### src/rtl/sipo_pkg.sv
// Shared types and helpers for the SIPO receive-side frame controller.
package sipo_pkg;

   typedef enum logic {
      S_IDLE,
      S_SHIFT
   } state_e;

   // Bits needed to count 0..max_val, never narrower than one bit.
   function automatic int ctr_width(input int max_val);
      return (max_val < 1) ? 1 : $clog2(max_val + 1);
   endfunction

endpackage

### src/rtl/sipo_shift_reg.sv
// WIDTH-bit serial-in/parallel-out shifter. Bits enter at the MSB and move
// toward the LSB, so after WIDTH shifts the first bit sits in q[0].
module sipo_shift_reg #(
   parameter int WIDTH = 4
) (
   input  logic             clk,
   input  logic             reset,
   input  logic             shift_en,
   input  logic             restart,
   input  logic             din,
   output logic [WIDTH-1:0] q
);

   logic [WIDTH-1:0] sreg_q;

   // Restart wins over shift: it begins a new word with din as its only bit.
   always_ff @(posedge clk) begin
      // NOTE: sequential state uses <= so every register samples pre-edge values.
      if (reset) begin
         sreg_q <= '0;
      end else if (restart) begin
         sreg_q <= {din, {(WIDTH-1){1'b0}}};
      end else if (shift_en) begin
         sreg_q <= {din, sreg_q[WIDTH-1:1]};
      end
   end

   assign q = sreg_q;

endmodule

### src/rtl/sipo_frame_ctrl.sv
// Receive-side controller: frames serial bits into WIDTH-bit words, detects
// gap timeouts and mid-frame resyncs, and hands each completed word to the
// consumer through a single output register with a valid/ready handshake.
module sipo_frame_ctrl
   import sipo_pkg::*;
#(
   parameter int WIDTH   = 4,
   parameter int TIMEOUT = 16
) (
   input  logic             clk,
   input  logic             reset,
   input  logic             sin,
   input  logic             sin_en,
   input  logic             sof,
   output logic [WIDTH-1:0] pdata,
   output logic             pvalid,
   input  logic             pready,
   output logic             busy,
   output logic             overrun,
   output logic             timeout_err,
   output logic             resync_err
);

   localparam int CNT_W = ctr_width(WIDTH);
   localparam int GAP_W = ctr_width(TIMEOUT);

   state_e           state_q, state_d;
   logic [CNT_W-1:0] cnt_q, cnt_d;
   logic [GAP_W-1:0] gap_q, gap_d;
   logic [WIDTH-1:0] pdata_q, pdata_d;
   logic             pvalid_q, pvalid_d;
   logic             overrun_q, overrun_d;
   logic             timeout_q, timeout_d;
   logic             resync_q, resync_d;

   logic             sr_shift, sr_restart, complete;
   logic [WIDTH-1:0] sr_q;
   logic [WIDTH-1:0] word;
   logic             unused_sr_lsb;

   sipo_shift_reg #(
      .WIDTH (WIDTH)
   ) u_shift_reg (
      .clk      (clk),
      .reset    (reset),
      .shift_en (sr_shift),
      .restart  (sr_restart),
      .din      (sin),
      .q        (sr_q)
   );

   // The completed word includes the bit arriving this cycle; the oldest
   // shifter bit falls off the end and is not part of it.
   assign word          = {sin, sr_q[WIDTH-1:1]};
   assign unused_sr_lsb = sr_q[0];

   // Next-state logic: frame sequencing, gap timer, output register and handshake.
   always_comb begin
      // NOTE: every signal gets a default first so no path can infer a latch.
      state_d    = state_q;
      cnt_d      = cnt_q;
      gap_d      = gap_q;
      pdata_d    = pdata_q;
      pvalid_d   = pvalid_q;
      overrun_d  = 1'b0;
      timeout_d  = 1'b0;
      resync_d   = 1'b0;
      sr_shift   = 1'b0;
      sr_restart = 1'b0;
      complete   = 1'b0;

      if (pvalid_q && pready) begin
         pvalid_d = 1'b0;
      end

      unique case (state_q)
         S_IDLE: begin
            if (sin_en && sof) begin
               sr_restart = 1'b1;
               cnt_d      = CNT_W'(1);
               gap_d      = '0;
               state_d    = S_SHIFT;
            end
         end
         S_SHIFT: begin
            if (sin_en && sof) begin
               resync_d   = 1'b1;
               sr_restart = 1'b1;
               cnt_d      = CNT_W'(1);
               gap_d      = '0;
            end else if (sin_en) begin
               sr_shift = 1'b1;
               gap_d    = '0;
               if (cnt_q == CNT_W'(WIDTH - 1)) begin
                  complete = 1'b1;
                  cnt_d    = '0;
                  state_d  = S_IDLE;
               end else begin
                  cnt_d = cnt_q + CNT_W'(1);
               end
            end else begin
               if (gap_q != '1) begin
                  gap_d = gap_q + GAP_W'(1);
               end
               if ((TIMEOUT != 0) && (gap_d == GAP_W'(TIMEOUT))) begin
                  timeout_d = 1'b1;
                  cnt_d     = '0;
                  state_d   = S_IDLE;
               end
            end
         end
         default: state_d = S_IDLE;
      endcase

      // A word is delivered only if the output slot is free or being drained
      // this same cycle; otherwise it is dropped and the held word survives.
      if (complete) begin
         if (!pvalid_q || pready) begin
            pdata_d  = word;
            pvalid_d = 1'b1;
         end else begin
            overrun_d = 1'b1;
         end
      end
   end

   // State, counters, output register and registered error pulses.
   always_ff @(posedge clk) begin
      if (reset) begin
         state_q   <= S_IDLE;
         cnt_q     <= '0;
         gap_q     <= '0;
         pdata_q   <= '0;
         pvalid_q  <= 1'b0;
         overrun_q <= 1'b0;
         timeout_q <= 1'b0;
         resync_q  <= 1'b0;
      end else begin
         state_q   <= state_d;
         cnt_q     <= cnt_d;
         gap_q     <= gap_d;
         pdata_q   <= pdata_d;
         pvalid_q  <= pvalid_d;
         overrun_q <= overrun_d;
         timeout_q <= timeout_d;
         resync_q  <= resync_d;
      end
   end

   assign pdata       = pdata_q;
   assign pvalid      = pvalid_q;
   assign busy        = (state_q == S_SHIFT);
   assign overrun     = overrun_q;
   assign timeout_err = timeout_q;
   assign resync_err  = resync_q;

endmodule

### config.mk
export PLATFORM = sky130hd
export DESIGN_NAME = sipo_frame_ctrl
export DESIGN_NICKNAME = d
export VERILOG_FILES = /design/src/rtl/sipo_pkg.sv /design/src/rtl/sipo_shift_reg.sv /design/src/rtl/sipo_frame_ctrl.sv
export SDC_FILE = /design/constraint.sdc
export NUM_CORES = 1
export LEC_CHECK = 0
export ABC_AREA = 1
export ABC_CLOCK_PERIOD_IN_PS = 2029
export CAP_MARGIN = 0
export CORE_UTILIZATION = 53
export CTS_BUF_LIST = sky130_fd_sc_hd__clkbuf_8
export CTS_CLUSTER_DIAMETER = 100
export CTS_CLUSTER_SIZE = 14
export DETAILED_ROUTE_END_ITERATION = 10
export PLACE_DENSITY = 0.8
export SLEW_MARGIN = 15
export SYNTH_ARGS = -nofsm -noshare
export SYNTH_HDL_FRONTEND = slang
export SYNTH_SLANG_ARGS = --single-unit
### constraint.sdc
create_clock -name clk -period 2.03 [get_ports clk]
set_input_delay 0.406 -clock clk [delete_from_list [all_inputs] [get_ports clk]]
set_output_delay 0.406 -clock clk [all_outputs]
set_load 0.02 [all_outputs]
# == After elaboration in Yosys (flattened, before gate mapping) ==
# Index checks and enable logic that the tools add are counted.
# Widths: inputs -> output; s select.
# classes
n_addsub,2
multipliers,0
n_div,0
magnitude_cmp,0
n_eq_ne,5
n_shift,0
n_mux,34
bitwise,2
n_reduce_logical,11
# ops
op,n
$mux 5,7
$mux 1,17
$mux 3,5
$pmux 5 s2,1
$mux 4,2
$pmux 3 s2,1
$reduce_or 2->1,3
$add 5x1->5 const B,1
$eq 5x5->1 const B,1
$ne 5x5->1 const B,1
$ne 4x2->1 const B,1
$reduce_and 2->1,2
$reduce_or 4->1,1
$add 3x1->3 const B,1
$eq 3x2->1 const B,1
$logic_and 1x1->1,2
$ne 2x2->1 const B,1
$not 1->1,2
$pmux 1 s2,1
$reduce_bool 2->1,1
$logic_not 1->1,1
$logic_or 1x1->1,1
# word_totals
ff_bits,21
latch_bits,0
mem_bits_rw,0
rom_bits,0
inputBits,6
output_inout_bits,9
word_cells,64
n_memories,0

# == Logic depth before layout (Yosys ltp) ==
# Gate-level depths: netlist of the first run.
# depth
ltp_word,10
depth_mapped,11
depth_no_buf,11

# == Modules after synthesis ==
# A second synthesis of the first run with hierarchy kept.
# hier_totals
hier_cells,131
area_unflattened_um2,970.9
# by_module_without_submodules
mod,instances,cells_per_inst,area_per_inst_um2,seq_area_each_um2
sipo_frame_ctrl,1,109,819.5,340.3
sipo_shift_reg,1,22,151.4,80.1

# == Least setup slack after synthesis of the first run ==
# No wires, ideal clock.
# synth_path
path_kind,reg-to-reg
start,register gap_q[0]
end,register cnt_q[2]
setup_ns,0.113
arrival_ns,1.320
t_required_ns,1.917
slack_ns,0.597
path_stages_with_launch,11
path_buffers,0
period_less_slack_ns,1.433
path_cell_list,dfxtp_1 ha_1 nand4_2 nand2_1 nand2_1 nor2_2 nand2_2 nand2_2 nand2_2 o21ai_1 inv_1
# synth_via
elab_chain_len,8
word_cells_on_any_way,9
cone_classes,add/sub: 1; eq/ne: 3; mux: 4; reduce/logical: 1
# synth_rtl
element,line_no,source
start: declaration,sipo_frame_ctrl.sv:29,"logic [GAP_W-1:0] gap_q, gap_d;"
start signal: assignment,sipo_frame_ctrl.sv:141,gap_q <= gap_d;
$add 5x1->5 or $ne 5x5->1 (tied branches),"sipo_frame_ctrl.sv:103, sipo_frame_ctrl.sv:102",
$mux 5 *,sipo_frame_ctrl.sv:102,if (gap_q != '1) begin
$mux 5 *,sipo_frame_ctrl.sv:91,end else if (sin_en) begin
$mux 5 *,sipo_frame_ctrl.sv:86,if (sin_en && sof) begin
$mux 5 *,sipo_frame_ctrl.sv:76,unique case (state_q)
$eq 5x5->1 *,sipo_frame_ctrl.sv:105,if ((TIMEOUT != 0) && (gap_d == GAP_W'(TIMEOUT))) begin
$ne 4x2->1 (no line) *,n/a,
$reduce_and 2->1 (no line) *,n/a,
end signal: assignment,sipo_frame_ctrl.sv:140,cnt_q <= cnt_d;
end: declaration,sipo_frame_ctrl.sv:28,"logic [CNT_W-1:0] cnt_q, cnt_d;"
# Every way passes the cells marked *; elsewhere a longest branch is shown, timed or not. The select of a mux whose other input is x is not followed.
# A chain may end at the register's enable or synchronous reset.

# == Worst setup path after layout of the first run ==
# layout_path
start,register state_q (netlist: busy)
end,output busy
# layout_lines
element,line_no,source
start: declaration,sipo_frame_ctrl.sv:27,"state_e state_q, state_d;"
start signal: assignment,sipo_frame_ctrl.sv:139,state_q <= state_d;
end: declaration,sipo_frame_ctrl.sv:18,"output logic busy,"
# No word-level cell between the ends.

==> results_dict.tcl, run 1 <==
set metrics [dict create \
    layout_min_cycle_time_ps 1700 \
    overflow 0 \
    cp_num_cells 1 \
    antenna_found_initial 0 \
    clock-sinks 20 \
    finalPower_uw 852 \
    finalWorstSetupSlack_ps 328 \
    first_iter_violations 19 \
    whs_endpoint "pdata[0]$_SDFFE_PP0P_" \
    dp_hpwl_mm 1.43 \
    fillCellCount 118 \
    fin_util_pct 74.1 \
    antenna_cells 0 \
    vias 834 \
    cp.required_ps 1620 \
    vdd_drop_max_mv 0.804 \
    max-slew-margin-rel_pct 72.7 \
    postCtsSetupRepairBufs 0 \
    end_kind "output port" \
    postCtsHoldBufs 0 \
    hold_viol_final 0 \
    met3_wirelength_um 91 \
    cts_root_buf "clkbuf_8" \
    ys_ff_latch 20 \
    tightest_slew_ps 408 \
    path_buf_inv 1 \
    holdPathStages 2 \
    r2r_end "cnt_q[2]$_SDFFE_PP0P_" \
    hold_class "reg -> reg" \
    arrival_ps 1300 \
    rr_worst_depth 10 \
    grt_max_degree 13 \
    fmax_mhz 588 \
    post-route-period-util_pct 83.8 \
    ys_types 20 \
    start_kind "flip-flop" \
    nets 152 \
    r2r-start "gap_q[0]$_SDFFE_PP0P_" \
    wirelength_mm 1.90 \
    status "finished, final reports clean" \
    fp.dieW_um 43.2 \
    cp_top_family "buffers and inverters" \
    power.density_nw_per_um2 746 \
    syn_area_um2 900 \
    grt_pass1_wl_mm 3.33 \
    timing.setup.critical_path_class "reg -> out" \
    tns_ps 0 \
    highest_layer "met4" \
    dr_wl_met2_um 838 \
    grt_usage_pct 23.8 \
    worstHoldStart "pdata[0]$_SDFFE_PP0P_" \
    seq_area_frac_synth_pct 44.5 \
    initial_core_util_pct 58.4 \
    rsz0062_at_grt "no" \
    boundaryPins 15 \
    cp_slowest_cell "clkdlybuf4s50_1" \
    timing.final.setup_violations 0 \
    cpPeakStageDelay_ps 630 \
    tritoncts "yes" \
    cp_max_fo 5 \
    num_rows 14 \
    synthCells 124 \
    ant_nets 0 \
    reg2reg_slack_ps 410 \
    die_y_um 43.2 \
    drt-met1-wl_um 949 \
    pre_cts_slack_ps 115 \
    first_global_vias 774 \
    worst_clock_skew_ps 2.68 \
    area_delta_synth_final_pct 27.0 \
    dr.pass1.iters 4 \
    viasPerCell 5.25 \
    numCtsBuffers 3 \
    wl_per_cell_um 11.9 \
    cts_max_level 1 \
    insertion_delay_ps 260 \
    die_area_um2 1870 \
    drive_gt1_share_pct 9.79 \
    core_um2 1540 \
    cp_cell_sequence "clkdlybuf4s50_1" \
    syn_area_per_cell_um2 7.25 \
    post_cts_resized 0 \
    slew_violations 0 \
    drc_errors 0 \
    place_congestion 0.870 \
    cap_violations 0 \
    io_buffers 14 \
    cts.clk_slew.worst_paths_ps 70 \
    leakagePower_nw 0.475 \
    yosysWarnings 0 \
    cts_max_path_buffers 2 \
    syn-num-nets 132 \
]
## registers in the layout, summed over array words and instances (netlist names)
signal         count
overrun            1
cnt_q              3
u_shift_reg.q      3
resync_err         1
busy               1
gap_q              5
timeout_err        1
pvalid             1
pdata              4
## cell usage after synthesis (all sizes together)
library cell	instances	share of area, %
nand2	37	16
dfxtp	20	45
inv	17	7.1
a21oi	13	7.2
nor2	11	6.5
nand3	10	5.6
o21ai	4	2.2
nand4	3	2.8
ha	2	2.8
nor3	2	1.1
clkbuf	1	0.42
nor4	1	0.70
o2111a	1	1.3
o31ai	1	0.83
or2	1	0.70
## metrics by stage
step	hold WS [ps]	instance area [µm²]	cells
global placement	451	1070	155
detailed placement	457	1070	155
floorplan	439	900	124
finish	466	1140	159
CTS	467	1140	159
global route	492	1140	159
## power by group
group | total (mW) | switching [mW] | internal (mW)
Clock | 0.393 | 0.130 | 0.263
Combinational | 0.0560 | 0.0324 | 0.0236
Sequential | 0.403 | 0.00554 | 0.397
Total | 0.852 | 0.168 | 0.684
## how the worst max path moves through the flow
stage	from	endpoint	slack (ps)
6_report	busy$_SDFF_PP0_	busy	330
5_1_grt	sin_en	pdata[2]$_SDFFE_PP0P_	210
3_3_place_gp	sin_en	pdata[0]$_SDFFE_PP0P_	170
2_1_floorplan	gap_q[0]$_SDFFE_PP0P_	cnt_q[2]$_SDFFE_PP0P_	600
4_1_cts	busy$_SDFF_PP0_	busy	330
3_5_place_dp	sin_en	pdata[1]$_SDFFE_PP0P_	110
## cell usage in the layout, fill, tap and decap left out, drive strengths merged
| cell | instances |
|---|---|
| a21oi | 13 |
| buf | 2 |
| bufinv | 1 |
| clkbuf | 3 |
| clkdlybuf4s50 | 14 |
| dfxtp | 20 |
| ha | 2 |
| inv | 17 |
| nand2 | 37 |
| nand3 | 10 |
| nand4 | 3 |
| nor2 | 11 |
| nor3 | 2 |
| nor4 | 1 |
| o2111a | 1 |
| o21ai | 4 |
| o31ai | 1 |
| or2 | 1 |
## layer usage
layer | up-vias | GRT usage (%)
met5 | - | 0
met4 | 0 | 7.27
met3 | 4 | 5.53
met2 | 20 | 37.3
met1 | 371 | 32.3
li1 | 439 | -
## final cells by class
| cell class | instances | area (µm²) | area share (%) |
|---|---|---|---|
| flip-flops and latches | 20 | 400 | 35.0 |
| repair buffers | 16 | 155 | 13.6 |
| multi-input cells | 86 | 432 | 37.8 |
| clock buffers | 3 | 41.3 | 3.61 |
| well taps | 16 | 20.0 | 1.75 |
| inverters | 17 | 63.8 | 5.59 |
| clock inverters | 1 | 30.0 | 2.63 |
## tightest hold or removal path: cells and delay by family, from the launching register on
kind | cells | cell delay, ps
flip-flops | 1 | 310
AO/OA/AOI/OAI | 1 | 50
AND/OR/NAND/NOR | 1 | 60
## kinds of logic after synthesis
kind of cell / after synthesis / synth area share (%)
compound gates: 19 / 11.5
fa+ha+maj: 2 / 2.78
buf+inv: 18 / 7.51
flops: 20 / 44.5
simple gates: 65 / 33.7
No activity file was read; power rests on OpenSTA's default activity.
==> inputs of run 2 (changes only) <==
--- a/config.mk
+++ b/config.mk
@@ -6,14 +6,14 @@
 export NUM_CORES = 1
 export LEC_CHECK = 0
 export ABC_AREA = 1
-export ABC_CLOCK_PERIOD_IN_PS = 2029
+export ABC_CLOCK_PERIOD_IN_PS = 1400
 export CAP_MARGIN = 0
-export CORE_UTILIZATION = 53
+export CORE_UTILIZATION = 48
 export CTS_BUF_LIST = sky130_fd_sc_hd__clkbuf_8
 export CTS_CLUSTER_DIAMETER = 100
 export CTS_CLUSTER_SIZE = 14
 export DETAILED_ROUTE_END_ITERATION = 10
-export PLACE_DENSITY = 0.8
+export PLACE_DENSITY = 0.76
 export SLEW_MARGIN = 15
 export SYNTH_ARGS = -nofsm -noshare
 export SYNTH_HDL_FRONTEND = slang
==> constraint.sdc (replaced) <==
create_clock -name clk -period 1.4 [get_ports clk]
set_input_delay 0.28 -clock clk [delete_from_list [all_inputs] [get_ports clk]]
set_output_delay 0.28 -clock clk [all_outputs]
set_load 0.02 [all_outputs]
==> results_dict.tcl, run 2 (same netlist as run 1, synthesis figures left out) <==
set metrics [dict create \
    status "finished, final reports clean" \
    antenna_cells 0 \
    fp.dieW_um 45.3 \
    grt_max_degree 12 \
    hold_viol_final 0 \
    tightest_slew_ps 251 \
    viasPerCell 4.92 \
    final_common_cell "nand2_1" \
    dp_hpwl_mm 1.48 \
    post-route-period-util_pct 97.2 \
    timing.setup.critical_path_class "reg -> reg" \
    wirelength_mm 1.95 \
    grt_usage_pct 21.1 \
    max-slew-margin-rel_pct 83.2 \
    cp.required_ps 1600 \
    slew_violations 0 \
    nets 165 \
    largest_register_ffs 5 \
    cap_violations 0 \
    end_kind "flip-flop" \
    cts_max_level 1 \
    drive_gt1_share_pct 23.7 \
    drc_errors 0 \
    stdcell_count 181 \
    vdd_drop_max_mv 0.836 \
    boundaryPins 15 \
    ant_nets 0 \
    finalPower_mw 1.13 \
    tritoncts "yes" \
    start_kind "flip-flop" \
    timing.final.setup_violations 0 \
    layout.cells.most_common_list "30 x nand2_1, 17 x inv_1, 17 x dfxtp_1" \
    rsz0062_at_grt "yes" \
    clock-sinks 20 \
    postCtsHoldBufs 0 \
    place_congestion 0.828 \
    cts_max_path_buffers 2 \
    p_comb_share_pct 8.9 \
    hold_class "in -> reg" \
    switching_share_pct 22.7 \
    cts.clk_slew.worst_paths_ps 80 \
    cp_max_fo 4 \
    fmax_mhz 735 \
    leakagePower_nw 0.591 \
    antenna_found_initial 0 \
    cts_root_buf "clkbuf_8" \
    area_delta_synth_final_pct 41.4 \
    wl_per_cell_um 10.8 \
    vias 890 \
    layout_min_cycle_time_ps 1360 \
    arrival_ps 1560 \
    switching_power_uw 257 \
    die_y_um 45.3 \
    dr.pass1.iters 4 \
    overflow 0 \
    power_frac_clock_pct 39.5 \
    numCtsBuffers 3 \
    die_area_um2 2050 \
    dp.cells 176 \
    p_int_uw 874 \
    power.density_nw_per_um2 889 \
    initial_core_util_pct 51.5 \
    grt_pass1_wl_mm 3.14 \
    insertion_delay_ps 260 \
    worst_clock_skew_ps 3.95 \
    regMostFlops "gap_q" \
    core_um2 1750 \
    first_iter_violations 15 \
    num_rows 15 \
    io_buffers 14 \
    first_global_vias 769 \
    seqPwrFrac_pct 51.6 \
]
-- run 2: changes by cell type in the layout (fill, tap and decap cells not counted), moves of 3 or more --
cell	delta
dfxtp_2	+3
buf_4	+12
nand2_1	-4
clkdlybuf4s50_1	-10
nand2_2	+4
dfxtp_1	-3
dlygate4sd2_1	+9
-- run 2: critical path: stages, from the launching register on --
cell and delay, ps:
dfxtp_2 360, ha_4 170, nand2_1 70, nor2_1 100
nand3_1 90, nand2_2 100, nor2_2 40, nand2_2 70
nand2_2 60, nand2_2 80, nand2_1 60, a21oi_2 110
-- run 2: metrics by stage --
stage	hold WS, ps	util [%]	TNS [ps]	setup slack, ps	cell area (µm²)
floorplan	356	-	0	11.9	903
global placement	447	67.4	-1390	-156	1180
detailed placement	451	67.4	-2070	-206	1180
CTS	460	71.0	0	0.227	1240
global route	421	72.9	-189	-67.3	1270
finish	393	72.9	0	38.6	1270
-- run 2: power groups by stage --
stage	Clock (mW)	Sequential, mW	Combinational (mW)
final	0.447	0.584	0.100
after detailed placement	0	0.597	0.0954
after global placement	0	0.597	0.0935
after floorplan	0	0.598	0.0395
after CTS	0.448	0.583	0.0956
after global routing	0.465	0.585	0.109
-- run 2: repair_timing --
item,CTS,global route
endpoints found under the setup margin,13,7
resized for setup,12,9
setup buffers,0,1
pin swaps,0,4
-- run 2: final timing paths --
kind / slack (ps) / cells after the start / from / end
setup / recovery: 40 / 11 / gap_q[1]$_SDFFE_PP0P_ / cnt_q[0]$_SDFFE_PP0P_
hold / removal: 390 / 3 / sin_en / busy$_SDFF_PP0_
setup reg to reg: 40 / 11 / gap_q[1]$_SDFFE_PP0P_ / cnt_q[0]$_SDFFE_PP0P_
hold reg to reg: 460 / 2 / pdata[3]$_SDFFE_PP0P_ / pdata[3]$_SDFFE_PP0P_
-- run 2: final cells by class --
| class | instances | area, µm² |
|---|---|---|
| repair buffers | 29 | 248 |
| well taps | 25 | 31.3 |
| fillers | 137 | 473 |
| inverters | 17 | 63.8 |
| clock buffers | 4 | 55.1 |
| flip-flops and latches | 20 | 404 |
| multi-input cells | 86 | 470 |
-- run 2: layer usage --
metal / wire length (µm) / track usage [%] / up-vias
li1: - / - / 468
met1: 868 / 25.6 / 409
met2: 1010 / 37.4 / 11
met3: 49 / 3.60 / 2
met4: 17 / 7.27 / 0
met5: 0 / 0 / -
==> inputs of run 3 (changes only) <==
--- a/config.mk
+++ b/config.mk
@@ -6,15 +6,14 @@
 export NUM_CORES = 1
 export LEC_CHECK = 0
 export ABC_AREA = 1
-export ABC_CLOCK_PERIOD_IN_PS = 1400
+export ABC_CLOCK_PERIOD_IN_PS = 1100
 export CAP_MARGIN = 0
 export CORE_UTILIZATION = 48
 export CTS_BUF_LIST = sky130_fd_sc_hd__clkbuf_8
 export CTS_CLUSTER_DIAMETER = 100
-export CTS_CLUSTER_SIZE = 14
+export CTS_CLUSTER_SIZE = 30
 export DETAILED_ROUTE_END_ITERATION = 10
 export PLACE_DENSITY = 0.76
-export SLEW_MARGIN = 15
 export SYNTH_ARGS = -nofsm -noshare
 export SYNTH_HDL_FRONTEND = slang
 export SYNTH_SLANG_ARGS = --single-unit
==> constraint.sdc (replaced) <==
create_clock -name clk -period 1.1 [get_ports clk]
set_input_delay 0.22 -clock clk [delete_from_list [all_inputs] [get_ports clk]]
set_output_delay 0.22 -clock clk [all_outputs]
set_load 0.02 [all_outputs]
==> results_dict.tcl, run 3 (same netlist as run 1, synthesis figures left out) <==
set metrics [dict create \
    layout_min_cycle_time_ps 1380 \
    worst_clock_skew_ps 3.94 \
    dr_wl_met2_mm 1.30 \
    area_delta_synth_final_pct 57.7 \
    dr.pass1.iters 4 \
    failed_checks "negative setup slack" \
    num_rows 15 \
    layout.cells.most_common_list "29 x nand2_1, 23 x buf_4, 15 x inv_1" \
    placed_area_um2 1240 \
    stdcell_area_um2 1420 \
    place_congestion 0.794 \
    fmax_mhz 723 \
    largest_register_ffs 5 \
    numCtsBuffers 3 \
    die_y_um 45.3 \
    cap_violations 0 \
    wl_per_cell_um 12.5 \
    grt_max_degree 13 \
    first_global_vias 885 \
    drt-met1-wl_mm 1.04 \
    leakagePower_nw 0.643 \
    pre_cts_slack_ps -468 \
    die_area_um2 2050 \
    grt_usage_pct 24.1 \
    start_kind "flip-flop" \
    vdd_drop_max_mv 1.13 \
    boundaryPins 15 \
    dp_hpwl_mm 1.60 \
    insertion_delay_ps 250 \
    cts_max_level 1 \
    wirelength_mm 2.41 \
    drc_errors 0 \
    vias 983 \
    tightest_slew_ps 328 \
    highest_layer "met4" \
    max-slew-margin-rel_pct 78.1 \
    hold_viol_final 0 \
    nets 176 \
    status "complete, but fails checks" \
    regMostFlops "gap_q" \
    timing.setup.critical_path_class "reg -> reg" \
    antenna_cells 0 \
    cts_max_path_buffers 2 \
    ant_nets 0 \
    drive_gt1_share_pct 44.3 \
    end_kind "flip-flop" \
    core_um2 1750 \
    tns_ps -1840 \
    tritoncts "yes" \
    clock-sinks 20 \
    first_iter_violations 12 \
    viasPerCell 5.12 \
    cp_max_fo 4 \
    grt_pass1_wl_mm 3.59 \
    arrival_ps 1570 \
    slew_violations 0 \
    antenna_found_initial 0 \
    cp.required_ps 1280 \
    postCtsHoldBufs 0 \
    fp.dieW_um 45.3 \
    post-route-period-util_pct 126 \
    final_common_cell "nand2_1" \
    overflow 0 \
    cts.clk_slew.worst_paths_ps 70 \
    cts_root_buf "clkbuf_8" \
    power.density_nw_per_um2 1120 \
    timing.final.setup_violations 14 \
    met3_wirelength_um 42 \
    finalWorstSetupSlack_ps -283 \
    hold_class "in -> reg" \
    io_buffers 14 \
    initial_core_util_pct 51.5 \
    rsz0062_at_grt "yes" \
]
[run 3: worst paths after layout]
path | startpoint | cells past startpoint | end | slack [ps]
min | sin_en | 2 | timeout_err$_SDFF_PP0_ | 440
max reg2reg | gap_q[1]$_SDFFE_PP0P_ | 11 | cnt_q[0]$_SDFFE_PP0P_ | -280
max | gap_q[1]$_SDFFE_PP0P_ | 11 | cnt_q[0]$_SDFFE_PP0P_ | -280
min reg2reg | u_shift_reg.q[1]$_SDFFE_PP0P_ | 2 | u_shift_reg.q[1]$_SDFFE_PP0P_ | 470
[run 3: what timing repair did]
action | CTS | global route
gates resized for setup | 35 | 28
setup buffers | 3 | 4
pin swaps | 5 | 4
endpoints found under the setup margin | 28 | 22
[run 3: power breakdown]
part	switching (mW)	internal [mW]	total, mW
registers	0.0113	0.730	0.741
logic	0.0785	0.0644	0.143
clock network	0.226	0.485	0.711
total	0.316	1.28	1.59
[run 3: worst max-delay path, cell delays in order (launching register included)]
cell     delay (ps)
dfxtp_4         360
ha_4            160
nand2_1          70
nor2_1           90
nand3_1         100
nand2_2         100
nor2_2           40
nand2_2          60
nand2_2          60
nand2_2          90
nand2_1          70
a21oi_1         110
[run 3: area by class of cell]
cell class,count,area (µm²)
Multi-Input combinational cell,86,531
Sequential cell,20,417
Fill cell,112,327
Timing Repair Buffer,40,305
Inverter,17,63.8
Clock buffer,3,41.3
Tap cell,25,31.3
Clock inverter,1,30.0
[run 3: routing by layer]
metal  GRT usage (%)  vias up
met2            44.6       15
met3            3.60        2
met1            28.2      474
met4            7.27        0
met5               0        -
li1                -      492
[run 3: per-stage QoR]
step / hold slack (ps) / cells / util, % / total power [mW]
floorplan: 296 / 124 / - / 0.808
global placement: 448 / 181 / 71.3 / 0.874
detailed placement: 455 / 181 / 71.3 / 0.875
CTS: 419 / 188 / 77.3 / 1.59
global route: 460 / 192 / 81.3 / 1.65
finish: 440 / 192 / 81.3 / 1.59
